--- src/rtl/wbu_pkg.sv ---
// wbu_pkg
// Shared constants and types for the receive side of the debug-bus serial
// link. It holds the codeword width, the sextet codes for the two
// punctuation characters, the codeword length table, and the assembly state
// encoding.
//
// Contents:
//   CODEWORD_W            width of an assembled bus codeword (36)
//   SEXTET_AT, SEXTET_PCT sextet codes for '@' and '%'
//   LEN_FULL/LEN_3/LEN_2/LEN_1  codeword lengths in sextets
//   asm_state_t           IDLE / ASSEMBLE states of the word assembler
//   word_length()         maps the first sextet's top two bits to a length
package wbu_pkg;

  localparam int unsigned CODEWORD_W = 36;

  localparam logic [5:0] SEXTET_AT  = 6'd62;
  localparam logic [5:0] SEXTET_PCT = 6'd63;

  localparam logic [2:0] LEN_FULL = 3'd6;
  localparam logic [2:0] LEN_3    = 3'd3;
  localparam logic [2:0] LEN_2    = 3'd2;
  localparam logic [2:0] LEN_1    = 3'd1;

  typedef enum logic {
    ST_IDLE,
    ST_ASSEMBLE
  } asm_state_t;

  // The two most significant bits of the leading sextet encode how many
  // sextets make up the whole word, including the leading one.
  function automatic logic [2:0] word_length(input logic [1:0] tag);
    logic [2:0] len;
    case (tag)
      2'b00:   len = LEN_FULL;
      2'b01:   len = LEN_3;
      2'b10:   len = LEN_2;
      default: len = LEN_1;
    endcase
    return len;
  endfunction

endpackage

--- src/rtl/wbu_char_decode.sv ---
// wbu_char_decode
// One-stage registered decoder that turns a printable byte from the UART
// receiver into a 6-bit sextet. Bytes outside the alphabet are reported as
// invalid. The assembler treats them as word separators.
//
// Alphabet: '0'-'9' -> 0-9, 'A'-'Z' -> 10-35, 'a'-'z' -> 36-61,
//           '@' -> 62, '%' -> 63.
//
// Ports:
//   clk           system clock
//   rst           asynchronous active-high reset
//   byte_stb      byte valid (single-cycle pulse)
//   byte_data     received byte
//   sextet_stb    registered strobe, one cycle after byte_stb
//   sextet_valid  registered flag: byte was part of the alphabet
//   sextet        registered 6-bit decoded value
module wbu_char_decode
  import wbu_pkg::*;
(
  input  logic       clk,
  input  logic       rst,
  input  logic       byte_stb,
  input  logic [7:0] byte_data,
  output logic       sextet_stb,
  output logic       sextet_valid,
  output logic [5:0] sextet
);

  logic       dec_valid;
  logic [5:0] dec_value;
  logic [7:0] offset_value;

  // Each alphabet range is a contiguous block of ASCII codes. Subtracting a
  // per-range offset gives the sextet directly, and the low six bits of the
  // difference carry the result.
  always_comb begin
    dec_valid    = 1'b0;
    dec_value    = 6'd0;
    offset_value = 8'd0;
    if (byte_data >= 8'h30 && byte_data <= 8'h39) begin
      dec_valid    = 1'b1;
      offset_value = byte_data - 8'h30;
      dec_value    = offset_value[5:0];
    end else if (byte_data >= 8'h41 && byte_data <= 8'h5A) begin
      dec_valid    = 1'b1;
      offset_value = byte_data - 8'd55;
      dec_value    = offset_value[5:0];
    end else if (byte_data >= 8'h61 && byte_data <= 8'h7A) begin
      dec_valid    = 1'b1;
      offset_value = byte_data - 8'd61;
      dec_value    = offset_value[5:0];
    end else if (byte_data == 8'h40) begin
      dec_valid = 1'b1;
      dec_value = SEXTET_AT;
    end else if (byte_data == 8'h25) begin
      dec_valid = 1'b1;
      dec_value = SEXTET_PCT;
    end
  end

  // The valid flag only qualifies a strobed cycle. The value register holds
  // its last content when no byte arrives.
  always_ff @(posedge clk or posedge rst) begin
    if (rst) begin
      sextet_stb   <= 1'b0;
      sextet_valid <= 1'b0;
      sextet       <= 6'd0;
    end else begin
      sextet_stb   <= byte_stb;
      sextet_valid <= byte_stb & dec_valid;
      if (byte_stb) begin
        sextet <= dec_value;
      end
    end
  end

endmodule

--- src/rtl/wbu_input_assemble.sv ---
// wbu_input_assemble
// Receive-side word assembler for the debug-bus serial link. Printable bytes
// are decoded to sextets by wbu_char_decode. The sextets are then packed
// MSB-first into 36-bit codewords. The first sextet of a word sets the word
// length. Any non-alphabet byte aborts a partial word. A completed word is
// presented on o_stb/o_codword and held until the downstream side is not busy.
//
// Ports:
//   i_clk       system clock
//   i_rst       asynchronous active-high reset
//   i_stb       byte valid from the UART receiver
//   i_byte      received byte
//   o_stb       codeword valid, held until a cycle with !i_busy
//   o_codword   assembled codeword, left-aligned, unused low bits zero
//   i_busy      downstream busy; a transfer happens on o_stb && !i_busy
//   o_active    a partial word is in progress
//   o_overflow  one-cycle pulse when a completed word had to be dropped
module wbu_input_assemble
  import wbu_pkg::*;
(
  input  logic                  i_clk,
  input  logic                  i_rst,
  input  logic                  i_stb,
  input  logic [7:0]            i_byte,
  output logic                  o_stb,
  output logic [CODEWORD_W-1:0] o_codword,
  input  logic                  i_busy,
  output logic                  o_active,
  output logic                  o_overflow
);

  logic       d_stb;
  logic       d_valid;
  logic [5:0] d_sextet;

  asm_state_t            state, next_state;
  logic [2:0]            count, next_count;
  logic [2:0]            pos, next_pos;
  logic [CODEWORD_W-1:0] word, next_word;

  logic                  complete;
  logic [CODEWORD_W-1:0] complete_word;
  logic [2:0]            len;
  logic [5:0]            shamt;
  logic [CODEWORD_W-1:0] merged;

  wbu_char_decode u_decode (
    .clk          (i_clk),
    .rst          (i_rst),
    .byte_stb     (i_stb),
    .byte_data    (i_byte),
    .sextet_stb   (d_stb),
    .sextet_valid (d_valid),
    .sextet       (d_sextet)
  );

  // Assembly state register. The state mirrors whether count is non-zero,
  // and both are kept so the branch structure below reads as an FSM.
  always_ff @(posedge i_clk or posedge i_rst) begin
    if (i_rst) begin
      state <= ST_IDLE;
      count <= 3'd0;
      pos   <= 3'd0;
      word  <= '0;
    end else begin
      state <= next_state;
      count <= next_count;
      pos   <= next_pos;
      word  <= next_word;
    end
  end

  // Next-state logic for the assembler. A completed word leaves through
  // complete/complete_word. The internal word register clears so the next
  // word starts clean. A separator drops any partial progress.
  always_comb begin
    next_state    = state;
    next_count    = count;
    next_pos      = pos;
    next_word     = word;
    complete      = 1'b0;
    complete_word = '0;
    len           = word_length(d_sextet[5:4]);
    shamt         = 6'(pos) * 6'd6;
    merged        = word | ({d_sextet, 30'b0} >> shamt);

    if (d_stb) begin
      if (!d_valid) begin
        next_count = 3'd0;
        next_pos   = 3'd0;
        next_word  = '0;
      end else begin
        case (state)
          ST_IDLE: begin
            if (len == LEN_1) begin
              complete      = 1'b1;
              complete_word = {d_sextet, 30'b0};
              next_count    = 3'd0;
              next_pos      = 3'd0;
              next_word     = '0;
            end else begin
              next_word  = {d_sextet, 30'b0};
              next_pos   = 3'd1;
              next_count = len - 3'd1;
            end
          end
          ST_ASSEMBLE: begin
            if (count == 3'd1) begin
              complete      = 1'b1;
              complete_word = merged;
              next_count    = 3'd0;
              next_pos      = 3'd0;
              next_word     = '0;
            end else begin
              next_word  = merged;
              next_pos   = pos + 3'd1;
              next_count = count - 3'd1;
            end
          end
          default: begin
            next_count = 3'd0;
            next_pos   = 3'd0;
            next_word  = '0;
          end
        endcase
      end
    end

    next_state = (next_count != 3'd0) ? ST_ASSEMBLE : ST_IDLE;
  end

  assign o_active = (count != 3'd0);

  // Output holding register. A new word may replace the held one in the
  // same cycle that the held one is accepted, so consecutive words flow
  // without a gap. A word that completes while the held one is stalled is
  // lost, and the overflow pulse reports that loss.
  always_ff @(posedge i_clk or posedge i_rst) begin
    if (i_rst) begin
      o_stb      <= 1'b0;
      o_codword  <= '0;
      o_overflow <= 1'b0;
    end else begin
      o_overflow <= 1'b0;
      if (o_stb && !i_busy) begin
        o_stb <= 1'b0;
      end
      if (complete) begin
        if (!o_stb || !i_busy) begin
          o_stb     <= 1'b1;
          o_codword <= complete_word;
        end else begin
          o_overflow <= 1'b1;
        end
      end
    end
  end

endmodule

--- config.mk ---
export PLATFORM = sky130hd
export DESIGN_NAME = wbu_input_assemble
export DESIGN_NICKNAME = d
export VERILOG_FILES = /design/src/rtl/wbu_pkg.sv /design/src/rtl/wbu_char_decode.sv /design/src/rtl/wbu_input_assemble.sv
export SDC_FILE = /design/constraint.sdc
export NUM_CORES = 1
export LEC_CHECK = 0
export BUFFER_PORTS_ARGS = -buffer_cell sky130_fd_sc_hd__buf_4
export CAP_MARGIN = 20
export CORE_ASPECT_RATIO = 0.9
export CORE_MARGIN = 3
export CORE_UTILIZATION = 28
export CTS_CLUSTER_SIZE = 40
export DETAILED_ROUTE_END_ITERATION = 8
export RECOVER_POWER = 50
export REMOVE_ABC_BUFFERS = 1
export SYNTH_ARGS = -nofsm -noshare
export SYNTH_HDL_FRONTEND = slang
export SYNTH_SLANG_ARGS = --single-unit
--- constraint.sdc ---
create_clock -name i_clk -period 2.61 [get_ports i_clk]
set_input_delay 0.3915 -clock i_clk [delete_from_list [all_inputs] [get_ports i_clk]]
set_output_delay 0.3915 -clock i_clk [all_outputs]
set_load 0.005 [all_outputs]
==> impl_metrics.toml, run 1 <==
[status]
outcome = "finished, final reports clean"

[pwr]
p_leak_uw = 0.00246
power.share.sequential_pct = 46.0
power_frac_clock_pct = 42.9
finalPower_uw = 3200
p_per_area_nw_per_um2 = 567
switching_share_pct = 24.6
p_int_uw = 2410
max-vdd-ir-drop_uv = 238
switching_power_uw = 789
p_comb_share_pct = 11.1

[place]
place.gp.congestion = 0.950
numPortBuffers = 50
hpwl_um = 9090

[synthesis]
synth.distinct_cells = 63
syn_area_per_cell_sq_um = 9.32
synthTopCellsByCount = "dfrtp_1, nand2_1, o21ai_0, nor2_1, a21oi_1"
ys_top_cells_by_area = "dfrtp_1, o21ai_0, a21oi_1"
syn_area_sq_um = 4700
synth_ff_type = "dfrtp_1"
synth_top_area_cell = "dfrtp_1"
syn_inst = 504
yosysSeqAreaShare_pct = 47.4
synthArstFlopShare_pct = 100
synth_top_area_share_pct = 47.4
synth_seq_cells = 89
synth_edf_count = 0
synth.most_common_cell = "dfrtp_1"
ys_warn_count = 0

[clock_network]
clock_tree.root_cell = "clkbuf_16"
h-tree-depth = 3
cts_hold_buf = 0
numCtsBuffers = 9
cts_sinks = 89
cts-resized-gates = 0
tritoncts = "built"
clkLatencyLatePin_ns = 0.35
clk_pin_slew_ns = 0.06
post_cts_buffers = 0
cts_max_path_buffers = 2

[floorplan]
rows = 44
die_y_um = 129
die_area_sq_um = 18400
io_pins = 51
die_x_um = 143
core_area_sq_um = 16300
start_util_pct = 28.8

[timing]
setup_tns_ns = 0
min_period_ns = 2.31
grt_setup_unrepaired = "false"
min_period_over_period_pct = 88.4
fmax_mhz = 433
clock_skew_ns = 0.00890
tightest_slew_ns = 1.42
final_hold_viol_count = 0
finalMaxSlewViolations = 0
setup_violations = 0
relSlewSlack_pct = 5.05

[global_route]
gr-total-overflow = 0
antenna_found_initial = 0
grt_pass1_vias = 3937
grt_pass1_wl_um = 20200
grt_max_degree = 32
grt_usage_pct = 13.6

[finish]
n_fill_cell = 1671
n_antenna_cell = 0
postLayoutCoreUtil_pct = 34.6
drive_gt1_share_pct = 17.0
areaGrowthSynthToFinish_pct = 20.2
fin_nets = 588

[detailed_routing]
num_vias = 3961
routedWlPerCell_um = 15.9
drt_first_iter_violations = 258
drc_errors = 0
routed_wirelength_um = 12300
vias_per_cell = 5.14
ant_nets = 0
drt_pass1_iterations = 4

[hold_path]
hold_class = "in -> reg"

[setup_path]
path_buf_inv = 1
worstSetupEndpointType = "register"
required_ns = 2.82
start_kind = "register"
arrival_ns = 2.52
crit_type = "reg -> reg"
cp_max_fo = 16
cpMaxStageDelayCell = "a2bb2oi_1"
path_cells = "buf_4 -> ha_1 -> xor2_2 -> nor2_1 -> a22oi_1 -> a2bb2oi_1 -> o211ai_1"
critical_path.top_delay_family = "compound AO/OA/AOI/OAI gates"
cp_slowest_stage_delay_ns = 0.40
rrSetupSlack_ns = 0.30

[flow_run]
cap_violations = 0
==> power by group through the flow <==
| stage | combinational [uW] | clock (uW) | sequential, uW |
|---|---|---|---|
| floorplan | 216 | 0 | 1480 |
| global placement | 356 | 0 | 1500 |
| detailed placement | 359 | 0 | 1500 |
| CTS | 361 | 1410 | 1470 |
| global route | 398 | 1470 | 1480 |
| finish | 355 | 1370 | 1470 |
==> placed cells by master (no fill, tap or decap), types with 4 or more instances in the layout <==
| master | instances |
|---|---|
| dfrtp_1 | 89 |
| nand2_1 | 56 |
| o21ai_0 | 52 |
| nor2_1 | 47 |
| buf_4 | 46 |
| a21oi_1 | 44 |
| clkbuf_4 | 19 |
| a31oi_1 | 17 |
| nand3_1 | 16 |
| ha_1 | 15 |
| inv_1 | 13 |
| and2_1 | 11 |
| a22oi_1 | 10 |
| o2bb2ai_1 | 10 |
| o211ai_1 | 9 |
| clkbuf_16 | 9 |
| nor2b_1 | 8 |
| o22ai_1 | 8 |
| xnor2_1 | 5 |
| nand2b_1 | 5 |
| nand3b_1 | 5 |
| clkbuf_1 | 5 |
| xor2_1 | 4 |
| a221oi_1 | 4 |
==> through the flow <==
step	setup WS (ns)	cells	hold WS (ns)	cell area, sq um
after global placement	0.380	756	0.464	5360
after CTS	0.304	771	0.109	5670
final	0.303	771	0.324	5650
after floorplan	-0.0884	480	0.423	4570
after detailed placement	0.313	756	0.472	5360
after global routing	0.160	771	0.363	5650
==> metal layers <==
layer / global-route usage, % / up-vias / part of all wire (%)
met5: 0 / - / 0
met4: 4.81 / 0 / 1.7
met3: 2.27 / 13 / 4.1
met2: 21.5 / 88 / 47
met1: 18.8 / 1933 / 48
li1: - / 1927 / -
==> registers in the layout, summed over array words and instances (netlist names) <==
signal / flops
word: 36
o_overflow: 1
o_codword: 36
u_decode.sextet_stb: 1
state: 1
u_decode.sextet_valid: 1
pos: 3
o_stb: 1
count: 3
u_decode.sextet: 6
==> final cells by class <==
| cell class | count | area (sq um) | share of cell area (%) |
|---|---|---|---|
| Clock buffer | 12 | 246 | 4.37 |
| Clock inverter | 3 | 65.1 | 1.15 |
| Inverter | 15 | 57.6 | 1.02 |
| Multi-Input combinational cell | 376 | 2290 | 40.5 |
| Sequential cell | 89 | 2230 | 39.5 |
| Tap cell | 207 | 259 | 4.59 |
| Timing Repair Buffer | 69 | 504 | 8.93 |
==> worst min-delay path: stages <==
cell	delay (ns)
buf_4	0.09
nand2_1	0.07
o21ai_0	0.08
==> path summary, 6_finish.rpt <==
check	from	end	depth (start not counted)
max in group asynchronous	i_rst	u_decode.sextet[5]	3
setup reg to reg	pos[0]	o_codword[24]	7
setup / recovery	pos[0]	o_codword[24]	7
hold / removal	i_busy	o_stb	3
hold reg to reg	o_codword[19]	o_codword[19]	2
min in group asynchronous	i_rst	o_codword[1]	2
==> cell families after synthesis <==
group                      share of synthesized area [%]
buffers and inverters                               3.89
muxes                                              0.453
adders and majority gates                           4.42
DFF                                                 47.4
and+or+nand+nor                                     17.3
AOI/OAI and AO/OA                                   24.5
xor gates and xnor gates                            2.03
Note: power is estimated with default switching activity, not from simulation.
==> run 2, diff against run 1 <==
--- a/config.mk
+++ b/config.mk
@@ -5,6 +5,7 @@
 export SDC_FILE = /design/constraint.sdc
 export NUM_CORES = 1
 export LEC_CHECK = 0
+export ABC_AREA = 1
 export BUFFER_PORTS_ARGS = -buffer_cell sky130_fd_sc_hd__buf_4
 export CAP_MARGIN = 20
 export CORE_ASPECT_RATIO = 0.9
@@ -12,8 +13,8 @@
 export CORE_UTILIZATION = 28
 export CTS_CLUSTER_SIZE = 40
 export DETAILED_ROUTE_END_ITERATION = 8
-export RECOVER_POWER = 50
 export REMOVE_ABC_BUFFERS = 1
+export SLEW_MARGIN = 20
 export SYNTH_ARGS = -nofsm -noshare
 export SYNTH_HDL_FRONTEND = slang
 export SYNTH_SLANG_ARGS = --single-unit
==> impl_metrics.toml, run 2 <==
[floorplan]
start_util_pct = 28.8
die_area_sq_um = 18400
core_area_sq_um = 16300
die_y_um = 129
rows = 44
die_x_um = 143
io_pins = 51

[clock_network]
cts_sinks = 89
clk_pin_slew_ns = 0.07
post_cts_buffers = 0
tritoncts = "built"
cts-resized-gates = 0
clock_tree.root_cell = "clkbuf_16"
h-tree-depth = 3
cts_hold_buf = 0
numCtsBuffers = 9
clkLatencyLatePin_ns = 0.34
cts_max_path_buffers = 2

[timing]
clock_skew_ns = 0.00604
tightest_slew_ns = 0.694
fmax_mhz = 442
relSlewSlack_pct = 53.6
setup_violations = 0
min_period_ns = 2.26
final_hold_viol_count = 0
grt_setup_unrepaired = "false"
finalMaxSlewViolations = 0
fin_ws_ns = 0.349
min_period_over_period_pct = 86.6

[detailed_routing]
drt_first_iter_violations = 278
vias_per_cell = 4.68
num_vias = 3934
drc_errors = 0
routedWlPerCell_um = 13.6
drt_pass1_iterations = 4
ant_nets = 0
routed_wirelength_um = 11400

[setup_path]
start_kind = "register"
arrival_ns = 2.50
cp_max_fo = 13
crit_type = "reg -> reg"
worstSetupEndpointType = "register"
rrSetupSlack_ns = 0.35
required_ns = 2.85

[global_route]
grt_max_degree = 41
antenna_found_initial = 0
grt_usage_pct = 13.0
busiest_layer = "met2"
grt_pass1_wl_um = 19500
grt_pass1_vias = 3895
met3_usage_pct = 2.64
use_met2_pct = 20.2
met1_usage_pct = 18.2
gr-total-overflow = 0

[synthesis]
synthArstFlopShare_pct = 100
synth.distinct_cells = 35
syn_area_per_cell_sq_um = 8.12
synthTopCellsByCount = "nand2_1, dfrtp_1, inv_1, a21oi_1, o21ai_0"
synth_top_area_cell = "dfrtp_1"
ys_top_cells_by_area = "dfrtp_1, nand2_1, a21oi_1"
syn_area_sq_um = 4700
synth_ff_type = "dfrtp_1"
synth.most_common_cell = "nand2_1"
synth_seq_cells = 89
syn_inst = 579
yosysSeqAreaShare_pct = 47.4
synth_edf_count = 0
synth_top_area_share_pct = 47.4
ys_warn_count = 0

[place]
place.gp.congestion = 0.830
preCtsSetupSlack_ns = 0.369
dp_cells = 824
hpwl_um = 8260
numPortBuffers = 50

[finish]
fin_nets = 656
areaGrowthSynthToFinish_pct = 19.2
drive_gt1_share_pct = 15.2
n_antenna_cell = 0
register_area_sq_um = 2230
multi_input_area_sq_um = 2110
finalNonFillerCells = 840
n_fill_cell = 1707
final_common_cell = "nand2_1"
final_cell_mix = "nand2_1, dfrtp_1, buf_4"
reg_top3 = "o_codword: 36 flops, word: 36 flops, u_decode.sextet: 6 flops"

[status]
outcome = "finished, final reports clean"

[hold_path]
hold_class = "in -> async"

[pwr]
p_leak_uw = 0.00264
p_per_area_nw_per_um2 = 541
max-vdd-ir-drop_uv = 329
finalPower_uw = 3030

[flow_run]
cap_violations = 0
run 2: cell count changes in the layout (fill, tap and decap cells not counted), sizes merged, moves of 9 or more:
cell	delta
nand2	+105
inv	+47
clkbuf	-23
nor2	-18
a31oi	-15
buf	+12
o21ai	+12
o2bb2ai	-10
a22oi	-9
o221ai	+9
run 2: routing by layer:
layer | vias up | share of wire (%)
met5 | - | 0
met4 | 0 | 1.5
met3 | 9 | 3.5
met2 | 71 | 44
met1 | 1859 | 51
li1 | 1995 | -
run 2: through the flow:
| stage | cell area [sq um] | hold slack, ns | TNS, ns | util [%] |
|---|---|---|---|---|
| 3_3_place_gp | 5300 | 0.396 | 0 | 32.5 |
| 2_1_floorplan | 4580 | 0.423 | -7.87 | - |
| 6_report | 5600 | 0.0343 | 0 | 34.4 |
| 4_1_cts | 5600 | 0.0304 | 0 | 34.4 |
| 5_1_grt | 5600 | 0.0585 | 0 | 34.4 |
| 3_5_place_dp | 5300 | 0.394 | 0 | 32.5 |
run 2: layout make-up:
| type | instances | area share (%) |
|---|---|---|
| clock buffers | 12 | 4.58 |
| clock inverters | 4 | 0.915 |
| inverters | 63 | 4.24 |
| multi-input cells | 407 | 37.7 |
| flip-flops and latches | 89 | 39.7 |
| well taps | 207 | 4.62 |
| repair buffers | 58 | 8.22 |
run 2: final timing paths:
path                         startpoint             endpoint  depth (start not counted)
max                              pos[0]        o_codword[32]                          8
min                               i_rst             word[28]                          2
max reg2reg                      pos[0]        o_codword[32]                          8
min reg2reg                o_codword[2]         o_codword[2]                          2
max in group asynchronous         i_rst             count[0]                          3
min in group i_clk                i_stb  u_decode.sextet_stb                          1
run 2: kinds of logic (layout without fill, tap and decap cells):
group / after synthesis / in the layout / synth area share [%]
AOI/OAI and AO/OA: 149 / 149 / 18.2
adders and majority gates: 16 / 16 / 4.42
xor gates and xnor gates: 8 / 8 / 1.49
buffers and inverters: 83 / 137 / 7.67
and+or+nand+nor: 234 / 234 / 20.9
DFF: 89 / 89 / 47.4
run 2: where the power goes:
group / leakage [uW] / internal, uW / switching, uW
Sequential: 0.00123 / 1400 / 26.5
Combinational: 0.00125 / 94.6 / 200
Clock: 0.000149 / 794 / 514
run 2: worst max-delay path, stage by stage (launching register included):
cell	delay [ns]
dfrtp_1	0.54
ha_1	0.20
inv_1	0.05
fa_1	0.41
xor2_1	0.22
nand2_2	0.19
inv_2	0.24
a31oi_1	0.14
o221ai_1	0.17
